<file path="src/rtl/irrigation_pkg.sv">
// Shared types and constants for the irrigation tank-outlet scheduler.
package irrigation_pkg;

  typedef enum logic [2:0] {
    S_IDLE     = 3'd0,
    S_FILL     = 3'd1,
    S_SPRINKLE = 3'd2,
    S_DRIP     = 3'd3,
    S_CLEAN    = 3'd4,
    S_FAULT    = 3'd5
  } state_t;

  localparam logic [2:0] L_EMPTY = 3'b000;
  localparam logic [2:0] L_LOW   = 3'b001;
  localparam logic [2:0] L_MID   = 3'b011;
  localparam logic [2:0] L_FULL  = 3'b111;

  localparam int DEF_TW           = 8;
  localparam int DEF_SPRINK_TICKS = 20;
  localparam int DEF_DRIP_TICKS   = 40;
  localparam int DEF_CLEAN_TICKS  = 10;
  localparam int DEF_FILL_TICKS   = 60;

  // Only thermometer codes are legal sensor readings.
  function automatic logic level_valid(input logic [2:0] l);
    return (l == L_EMPTY) || (l == L_LOW) || (l == L_MID) || (l == L_FULL);
  endfunction

endpackage

</file>
<file path="src/rtl/irrigation_scheduler_tick_timer.sv">
// Tick counter shared by all timed states; expire fires on the tick that completes the limit.
module tick_timer #(
  parameter int TW = 8
) (
  input  logic          clock,
  input  logic          reset,
  input  logic          clear,
  input  logic          tick,
  input  logic [TW-1:0] limit,
  output logic          expire
);

  logic [TW-1:0] count;

  always_ff @(posedge clock or negedge reset) begin
    if (!reset)      count <= '0;
    else if (clear)  count <= '0;
    else if (tick)   count <= count + 1'b1;
  end

  assign expire = tick && (count == limit - 1'b1);

endmodule

</file>
<file path="src/rtl/irrigation_scheduler.sv">
// Tank-outlet sequencer/arbiter: sprinkle, drip, fertilizer flush, refill and error lockout.
// Optional macro IRR_SCHED_FILL_TIMEOUT_EN: a FILL that never reaches full locks out after FILL_TICKS.
module irrigation_scheduler
  import irrigation_pkg::*;
#(
  parameter int TW           = DEF_TW,
  parameter int SPRINK_TICKS = DEF_SPRINK_TICKS,
  parameter int DRIP_TICKS   = DEF_DRIP_TICKS,
  parameter int CLEAN_TICKS  = DEF_CLEAN_TICKS,
  parameter int FILL_TICKS   = DEF_FILL_TICKS
) (
  input  logic       clock,
  input  logic       reset,
  input  logic       tick,
  input  logic       req_asp,
  input  logic       req_got,
  input  logic       req_adb,
  input  logic [2:0] level,
  input  logic       err_in,
  output logic       grant_asp,
  output logic       grant_got,
  output logic       adb_inject,
  output logic       valve_fill,
  output logic       clean_active,
  output logic       fault,
  output logic [2:0] state_o
);

  state_t        state, state_next;
  logic          last_asp;            // 1: sprinkler was served last, 0: drip
  logic          adb_pend, fert;
  logic          expire, enter_spr;
  logic          set_last_asp, set_last_got;
  logic [TW-1:0] limit;

  always_comb begin
    limit = TW'(FILL_TICKS);
    case (state)
      S_SPRINKLE: limit = TW'(SPRINK_TICKS);
      S_DRIP:     limit = TW'(DRIP_TICKS);
      S_CLEAN:    limit = TW'(CLEAN_TICKS);
      default:    limit = TW'(FILL_TICKS);
    endcase
  end

  tick_timer #(.TW(TW)) u_timer (
    .clock  (clock),
    .reset  (reset),
    .clear  (state_next != state),
    .tick   (tick),
    .limit  (limit),
    .expire (expire)
  );

  always_ff @(posedge clock or negedge reset) begin
    if (!reset) state <= S_IDLE;
    else        state <= state_next;
  end

  // Priority: fault > level abort > timer expiry > arbitration.
  always_comb begin
    state_next   = state;
    set_last_asp = 1'b0;
    set_last_got = 1'b0;
    if (err_in || !level_valid(level)) begin
      state_next = S_FAULT;
    end else begin
      case (state)
        S_IDLE: begin
          if (req_asp || req_got) begin
            if (level == L_EMPTY || level == L_LOW)        state_next = S_FILL;
            else if (req_asp && (!req_got || !last_asp))  state_next = S_SPRINKLE;
            else                                           state_next = S_DRIP;
          end
        end
        S_FILL: begin
          if (level == L_FULL) state_next = S_IDLE;
`ifdef IRR_SCHED_FILL_TIMEOUT_EN
          else if (expire)     state_next = S_FAULT;
`endif
        end
        S_SPRINKLE: begin
          if (level == L_EMPTY) begin
            state_next = fert ? S_CLEAN : S_FILL;
          end else if (expire) begin
            state_next   = fert ? S_CLEAN : S_IDLE;
            set_last_asp = 1'b1;
          end
        end
        S_DRIP: begin
          if (level == L_EMPTY) begin
            state_next = S_FILL;
          end else if (expire) begin
            state_next   = S_IDLE;
            set_last_got = 1'b1;
          end
        end
        S_CLEAN:  if (expire) state_next = S_IDLE;
        S_FAULT:  state_next = S_FAULT;
        default:  state_next = S_FAULT;
      endcase
    end
  end

  assign enter_spr = (state_next == S_SPRINKLE) && (state != S_SPRINKLE);

  // A fertilizer request arriving on the consuming edge stays pending for the next sprinkle.
  always_ff @(posedge clock or negedge reset) begin
    if (!reset) begin
      last_asp <= 1'b0;
      adb_pend <= 1'b0;
      fert     <= 1'b0;
    end else begin
      if (set_last_asp)      last_asp <= 1'b1;
      else if (set_last_got) last_asp <= 1'b0;
      adb_pend <= enter_spr ? req_adb : (adb_pend | req_adb);
      if (enter_spr)                                   fert <= adb_pend;
      else if (state == S_CLEAN && state_next == S_IDLE) fert <= 1'b0;
    end
  end

  always_comb begin
    grant_asp    = (state == S_SPRINKLE);
    grant_got    = (state == S_DRIP);
    adb_inject   = (state == S_SPRINKLE) && fert;
    valve_fill   = (state == S_FILL) || (state == S_CLEAN);
    clean_active = (state == S_CLEAN);
    fault        = (state == S_FAULT);
    state_o      = state;
  end

endmodule

</file>
<file path="config.mk">
export PLATFORM = sky130hd
export DESIGN_NAME = irrigation_scheduler
export DESIGN_NICKNAME = d
export VERILOG_FILES = /design/src/rtl/irrigation_pkg.sv /design/src/rtl/irrigation_scheduler_tick_timer.sv /design/src/rtl/irrigation_scheduler.sv
export SDC_FILE = /design/constraint.sdc
export NUM_CORES = 1
export LEC_CHECK = 0
export ABC_AREA = 1
export ABC_CLOCK_PERIOD_IN_PS = 1700
export CORE_MARGIN = 2
export CORE_UTILIZATION = 47
export CTS_BUF_LIST = sky130_fd_sc_hd__clkbuf_8 sky130_fd_sc_hd__clkbuf_16
export DETAILED_ROUTE_END_ITERATION = 8
export GPL_TIMING_DRIVEN = 0
export HOLD_SLACK_MARGIN = 0.05
export PLACE_DENSITY = 0.75
export SLEW_MARGIN = 5
export SYNTH_ARGS = -nofsm -noshare
export SYNTH_HDL_FRONTEND = slang
export SYNTH_SLANG_ARGS = --single-unit
</file>
<file path="constraint.sdc">
create_clock -name clock -period 1.7 [get_ports clock]
set_input_delay 0.34 -clock clock [delete_from_list [all_inputs] [get_ports clock]]
set_output_delay 0.34 -clock clock [all_outputs]
set_load 0.005 [all_outputs]
</file>
==> results of run 1 <==
-- cells in the mapped netlist --
cell       n  area share
nand3_2    2       0.018
a31oi_1    3       0.017
nor2_4     1       0.010
nor3_2     8       0.073
inv_1     22       0.075
nand3_4    1       0.016
nor3_1     3       0.014
o21ai_0    1      0.0046
a21o_1     2       0.014
nand4_1    3       0.017
nand2_4    1       0.010
o31ai_1    1      0.0068
xnor2_1    2       0.016
xor2_1     4       0.032
dfrtp_1   14        0.32
a21oi_1    2      0.0091
nand3_1   14       0.064
nor2_2     2       0.011
nor2_1    19       0.065
buf_4      1      0.0068
o21bai_2   1       0.010
buf_6      1       0.010
ha_1       1       0.011
nand2_1   42        0.14
o21ai_1    1      0.0046
nand2_2    3       0.017
inv_2      1      0.0034
-- layout make-up --
| cell class | count | area share |
|---|---|---|
| Timing Repair Buffer | 36 | 0.190 |
| Multi-Input combinational cell | 117 | 0.461 |
| Sequential cell | 14 | 0.222 |
| Inverter | 23 | 0.0560 |
| Clock buffer | 4 | 0.0347 |
| Tap cell | 28 | 0.0221 |
| Buffer | 2 | 0.0142 |
-- metal layers --
| metal | track usage | wire length [µm] | vias to the layer above |
|---|---|---|---|
| met3 | 0.0286 | 172 | 2 |
| met5 | 0 | 0 | - |
| met2 | 0.417 | 1680 | 39 |
| li1 | - | - | 578 |
| met1 | 0.315 | 1400 | 584 |
| met4 | 0.0513 | 9 | 0 |
-- worst max-delay path: stages, from the launching register on --
cell and delay (ns):
dfrtp_1 0.40, buf_6 0.15, nor2_4 0.16, buf_6 0.13
nand3_4 0.06, nand2_2 0.07, nand2_2 0.06, nor2_2 0.08
nand3_2 0.11, nand2_1 0.12, nand2_1 0.08, nand4_1 0.14
nand2_4 0.13, nor3_2 0.17
-- flip-flops by register name, indices dropped and copies added, names as in the netlist --
register	cells
u_timer.count	8
state_o	3
adb_pend	1
fert	1
last_asp	1
-- per-stage QoR --
| step | utilization | setup slack (ns) | area, µm² |
|---|---|---|---|
| finish | 0.717 | -0.259 | 1590 |
| global route | 0.717 | -0.365 | 1590 |
| CTS | 0.687 | -0.166 | 1520 |
| detailed placement | 0.593 | -0.534 | 1310 |
| global placement | 0.593 | -0.471 | 1310 |
| floorplan | - | 0.0341 | 1100 |
-- power by group through the flow --
| stage | Sequential (µW) | Clock [µW] | Combinational, µW |
|---|---|---|---|
| final | 499 | 339 | 468 |
| after global routing | 512 | 359 | 529 |
| after detailed placement | 498 | 0 | 427 |
| after global placement | 493 | 0 | 410 |
| after CTS | 493 | 345 | 447 |
| after floorplan | 477 | 0 | 342 |
-- worst paths after layout --
check | from | end | cells past startpoint
worst max-delay path | state_o[0] | u_timer.count[7] | 13
worst min-delay path | adb_pend | adb_pend | 1
worst max register to register | state_o[0] | u_timer.count[7] | 13
worst min register to register | adb_pend | adb_pend | 1
max in group asynchronous | reset | state_o[2] | 1
min in group asynchronous | reset | u_timer.count[0] | 1
-- repair_timing --
item / in CTS / in global routing
gates cloned: 0 / 0
hold buffers: 0 / 0
endpoints found under the setup margin: 17 / 16
pin swaps: 10 / 7
gates resized for setup: 39 / 10
setup buffers: 13 / 5
-- cell families after synthesis --
family	share of synthesized area
XOR/XNOR	0.0479
flip-flops	0.319
AO/OA/AOI/OAI	0.0661
AND/OR/NAND/NOR	0.460
adder cells (fa/ha/maj)	0.0114
buffers and inverters	0.0958
==> out/metrics.yaml, run 1 <==
outcome:
  status: "finished, violations left"
  violations: "negative setup slack"
layout:
  seq_area_um2: 352
  nNetsFinal: 208
  fillers: 176
  multi_input_area_um2: 731
  final_cell_mix: "33 x nand2_1, 20 x inv_1, 16 x buf_4"
  final_common_cell: "nand2_1"
  drive_gt1_frac: 0.357
  syn_to_final_growth_pct: 44.5
  stdcell_count: 224
  diodes: 0
route:
  drt_pass1_iterations: 4
  drc: 0
  vias: 1203
  post_drt_wl_per_cell_um: 14.6
  routed_wl_um: 3260
  vias_per_cell: 5.37
  ant_nets: 0
  first_iter_violations: 47
pwr:
  power_frac_comb: 0.358
  pwr-share-clk: 0.260
  power_uw: 1310
  pwr-share-seq: 0.382
  cellLeakagePower_uw: 0.000746
  ir_worst_vdd_uv: 786
  p_per_area_nw_per_um2: 824
  switching_share: 0.370
  power.internal_uw: 823
  p_sw_uw: 484
worst_hold_path:
  hp-class: "reg -> reg"
clock_network:
  insertion_delay_ns: 0.25
  numCtsBuffers: 3
  cts_tree: "done"
  clkTransAtPathRegs_ns: 0.07
  root_buffer: "clkbuf_8"
  cts_buffer_depth: 2
  h-tree-depth: 1
  cts_sinks: 14
flow_run:
  cap_viol_max_count: 0
placed_design:
  routabilityCongestion: 0.878
  dp_cells: 202
  port_buffers: 18
  dpl.hpwl_um: 1960
sta:
  min_period_ns: 1.96
  fin_worst_skew_ns: 0.00205
  finalCritPeriodShare: 1.15
  max_freq_mhz: 511
  rsz0062_at_grt: "true"
  hold_slack_ns: 0.485
  fin_tns_setup_ns: -2.51
  hold_violations: 0
  maxSlewHeadroom: 0.545
  finalSetupViolCount: 12
  drv_slew: 0
  worst_pin_slew_ns: 0.681
  fin_ws_ns: -0.259
worst_setup_path:
  arrival_ns: 2.13
  reg2reg_slack_ns: -0.26
  crit_path_end_kind: "flop"
  worst-path-max-fanout: 8
  required_ns: 1.87
  cp-start-kind: "flop"
  path_class: "reg -> reg"
global_routing:
  grt_first_pass_wirelength_um: 4860
  grt_usage: 0.239
  antenna_found_initial: 0
  grt_pass1_vias: 1138
  grt_max_degree: 15
  overflow: 0
floorplan:
  initial_core_util: 0.496
  die_area_um2: 2740
  pin_count: 19
  die_x_um: 52.3
  die_y_um: 52.3
  rows: 17
  core_um2: 2210
synth:
  synth_warnings: 0
  syn_avg_cell_area_um2: 7.03
  synth_nets: 167
  synth-seq-cells: 14
  synthDistinctLibCells: 27
  syn-cell-area_um2: 1100
  synthCells: 156
  yosysSeqAreaShare: 0.319
Note: power is estimated with default switching activity, not from simulation.
==> run 2: changes to the inputs <==
- RECOVER_POWER: default -> 50
==> out/metrics.yaml, run 2 (synthesized netlist as in run 1, its figures left out) <==
outcome:
  status: "finished, violations left"
  violations: "negative setup slack"
worst_setup_path:
  worst-path-max-fanout: 8
  path_class: "reg -> reg"
  arrival_ns: 2.13
  required_ns: 1.87
  cp-start-kind: "flop"
  crit_path_end_kind: "flop"
route:
  vias: 1199
  vias_per_cell: 5.35
  drc: 0
  drt_pass1_iterations: 4
  routed_wl_um: 3270
  ant_nets: 0
  first_iter_violations: 47
  post_drt_wl_per_cell_um: 14.6
pwr:
  ir_worst_vdd_uv: 788
  cellLeakagePower_uw: 0.000746
  p_per_area_nw_per_um2: 825
global_routing:
  grt_first_pass_wirelength_um: 4860
  overflow: 0
  grt_usage: 0.239
  antenna_found_initial: 0
  grt_pass1_vias: 1138
  grt_max_degree: 15
layout:
  final_core_util: 0.717
  diodes: 0
  largest_register_ffs: 8
  final_cell_mix: "33 x nand2_1, 20 x inv_1, 16 x buf_4"
  final_common_cell: "nand2_1"
  largest-register: "u_timer.count"
  nNetsFinal: 208
  fillers: 176
  drive_gt1_frac: 0.357
  syn_to_final_growth_pct: 44.5
  seq_area_um2: 352
  multi_input_area_um2: 731
sta:
  fin_worst_skew_ns: 0.00178
  drv_slew: 0
  min_period_ns: 1.96
  hold_violations: 0
  finalSetupViolCount: 12
  max_freq_mhz: 511
  maxSlewHeadroom: 0.527
  fin_ws_ns: -0.257
  finalCritPeriodShare: 1.15
  rsz0062_at_grt: "true"
  worst_pin_slew_ns: 0.708
  fin_tns_setup_ns: -2.50
clock_network:
  h-tree-depth: 1
  root_buffer: "clkbuf_8"
  insertion_delay_ns: 0.25
  cts_sinks: 14
  cts_buffer_depth: 2
  clkTransAtPathRegs_ns: 0.06
  numCtsBuffers: 3
  cts_tree: "done"
placed_design:
  port_buffers: 18
  pre_cts_ws_ns: -0.534
  routabilityCongestion: 0.878
  dpl.hpwl_um: 1960
floorplan:
  die_area_um2: 2740
  die_y_um: 52.3
  die_x_um: 52.3
  pin_count: 19
  core_um2: 2210
  initial_core_util: 0.496
  rows: 17
worst_hold_path:
  hp-class: "reg -> reg"
flow_run:
  cap_viol_max_count: 0
## run 2: changes by cell type in the layout (fill, tap and decap cells not counted)
cell and change:
clkdlybuf4s50_1 -1, dlygate4sd3_1 +1
## run 2: routing by layer
layer	global-route usage	part of all wire	routed length, µm	vias to the layer above
li1	-	-	-	578
met1	0.315	0.43	1420	584
met2	0.417	0.52	1690	35
met3	0.0286	0.045	146	2
met4	0.0513	0.0028	9	0
met5	0	0	0	-
## run 2: layout make-up
type,count,area share
Inverter,23,0.0560
Tap cell,28,0.0221
Multi-Input combinational cell,117,0.461
Buffer,2,0.0142
Clock buffer,4,0.0347
Timing Repair Buffer,36,0.190
Sequential cell,14,0.222
## run 2: worst max-delay path, cell delays in order, from the launching register on
cell and delay, ns:
dfrtp_1 0.40, buf_6 0.15, nor2_4 0.16, buf_6 0.13
nand3_4 0.06, nand2_2 0.07, nand2_2 0.06, nor2_2 0.08
nand3_2 0.11, nand2_1 0.12, nand2_1 0.08, nand4_1 0.14
nand2_4 0.13, nor3_2 0.17
## run 2: final timing paths
check | from | end | slack (ns) | depth (start not counted)
max | state_o[0] | u_timer.count[7] | -0.26 | 13
min | adb_pend | adb_pend | 0.48 | 1
max reg2reg | state_o[0] | u_timer.count[7] | -0.26 | 13
min reg2reg | adb_pend | adb_pend | 0.48 | 1
max in group asynchronous | reset | state_o[2] | 0.63 | 1
min in group asynchronous | reset | u_timer.count[0] | 0.58 | 1
## run 2: report_power, final
part           internal (µW)  switching (µW)
Clock                    205             134
Combinational            210             259
Sequential               407            92.5
## run 2: what timing repair did
action	4_1_cts	5_1_grt
setup buffers	13	5
endpoints found under the setup margin	17	16
pin swaps	10	7
gates resized for setup	39	10
hold buffers	0	0
## run 2: stage by stage
stage                     std cells  cell area (µm²)  total power (µW)  hold slack, ns
after floorplan                 156             1100               819          0.0444
after global placement          202             1310               902           0.463
after detailed placement        202             1310               926           0.474
after CTS                       219             1520              1280           0.489
after global routing            224             1590              1400           0.505
final                           224             1590              1310           0.485
==> run 3: changes to the inputs <==
- TNS_END_PERCENT: default -> 30
==> out/metrics.yaml, run 3 (synthesized netlist as in run 1, its figures left out) <==
flow_run:
  cap_viol_max_count: 0
layout:
  drive_gt1_frac: 0.321
  nNetsFinal: 205
  largest-register: "u_timer.count"
  final_core_util: 0.697
  syn_to_final_growth_pct: 40.6
  final_common_cell: "nand2_1"
  design_area_um2: 1540
  diodes: 0
  final_cell_mix: "35 x nand2_1, 20 x inv_1, 14 x nor2_1, 14 x buf_4"
  largest_register_ffs: 8
sta:
  hold_violations: 0
  finalSetupViolCount: 12
  fin_tns_setup_ns: -2.33
  min_period_ns: 1.94
  rsz0062_at_grt: "true"
  fin_ws_ns: -0.242
  finalCritPeriodShare: 1.14
  drv_slew: 0
  fin_worst_skew_ns: 0.00289
  maxSlewHeadroom: 0.541
  worst_pin_slew_ns: 0.686
  hold_slack_ns: 0.485
  max_freq_mhz: 515
placed_design:
  placed_area_um2: 1310
  port_buffers: 18
  routabilityCongestion: 0.878
  dpl.hpwl_um: 1960
  pre_cts_ws_ns: -0.534
floorplan:
  initial_core_util: 0.496
  die_x_um: 52.3
  core_um2: 2210
  pin_count: 19
  die_area_um2: 2740
  rows: 17
  die_y_um: 52.3
worst_hold_path:
  min_from: "adb_pend"
  worstHoldPathCells: 1
  holdPathEnd: "adb_pend"
  hp-class: "reg -> reg"
pwr:
  pwr-share-seq: 0.388
  switching_share: 0.367
  p_sw_uw: 469
  cellLeakagePower_uw: 0.000729
  power_frac_comb: 0.342
  power.internal_uw: 808
  ir_worst_vdd_uv: 754
  pwr-share-clk: 0.270
  p_per_area_nw_per_um2: 828
worst_setup_path:
  path_class: "reg -> reg"
  max_stage_delay_ns: 0.39
  crit_path_end_kind: "flop"
  crit_chain: "buf_6 > nor2_4 > nand2_4 > nand3_1 > nand2_1 > nor2_2 > nand3_2 > nand2_1 > nand2_1 > nand4_1 > nand2_4 > nor3_2"
  critPathSlowestCell: "dfrtp_1"
  arrival_ns: 2.12
  cp-start-kind: "flop"
  path_common_cell: "nand2_1"
  reg2reg_to: "u_timer.count[7]"
  r2r_cells: 12
  reg2reg_slack_ns: -0.24
  crit_start: "state_o[1]"
  required_ns: 1.87
  worst-path-max-fanout: 9
  worstReg2RegStart: "state_o[1]"
route:
  post_drt_wl_per_cell_um: 14.3
  vias: 1194
  vias_per_cell: 5.40
  ant_nets: 0
  drc: 0
  drt_pass1_iterations: 4
  routed_wl_um: 3170
  first_iter_violations: 54
outcome:
  status: "finished, violations left"
  violations: "negative setup slack"
global_routing:
  grt_first_pass_wirelength_um: 4570
  grt_usage: 0.225
  overflow: 0
  grt_pass1_vias: 1100
  antenna_found_initial: 0
  grt_max_degree: 15
clock_network:
  cts_sinks: 14
  numCtsBuffers: 3
  cts_tree: "done"
  insertion_delay_ns: 0.25
  clkTransAtPathRegs_ns: 0.07
  root_buffer: "clkbuf_8"
  h-tree-depth: 1
  cts_buffer_depth: 2
[run 3: through the flow]
step | power [µW] | instances
after floorplan | 819 | 156
after global placement | 902 | 202
after detailed placement | 926 | 202
after CTS | 1270 | 214
after global routing | 1370 | 221
final | 1280 | 221
[run 3: worst max-delay path, delay by kind of cell (launching register included)]
kind          cells  cell delay, ns
flops             1            0.39
buf+inv           1            0.15
simple gates     11            1.33
[run 3: area by class of cell]
| class | instances | area, µm² |
|---|---|---|
| well taps | 28 | 35.0 |
| flip-flops and latches | 14 | 352 |
| inverters | 23 | 91.3 |
| repair buffers | 33 | 282 |
| multi-input cells | 117 | 706 |
| clock buffers | 4 | 55.1 |
| fillers | 176 | 669 |
| plain buffers | 2 | 22.5 |
[run 3: power groups by stage]
| stage | clock network (µW) | logic [µW] | registers [µW] |
|---|---|---|---|
| finish | 345 | 436 | 496 |
| global route | 359 | 500 | 510 |
| CTS | 345 | 432 | 493 |
| detailed placement | 0 | 427 | 498 |
| global placement | 0 | 410 | 493 |
| floorplan | 0 | 342 | 477 |
[run 3: worst max path at each step]
stage | cells after the start | endpoint
after floorplan | 13 | u_timer.count[6]
after global placement | 11 | adb_pend
after detailed placement | 11 | u_timer.count[6]
after CTS | 13 | u_timer.count[6]
after global routing | 12 | u_timer.count[3]
final | 12 | u_timer.count[7]
[run 3: layer usage]
| metal | GRT usage | wire length, µm | share of wire | up-vias |
|---|---|---|---|---|
| li1 | - | - | - | 578 |
| met2 | 0.392 | 1600 | 0.51 | 48 |
| met5 | 0 | 0 | 0 | - |
| met1 | 0.294 | 1330 | 0.42 | 562 |
| met4 | 0.0556 | 53 | 0.017 | 0 |
| met3 | 0.0286 | 186 | 0.059 | 6 |
[run 3: repair_timing]
item	CTS	global route
pin swaps	8	19
endpoints found under the hold margin	0	0
buffers inserted	8	7
endpoints found under the setup margin	17	15
resized for setup	21	21
hold buffers	0	0
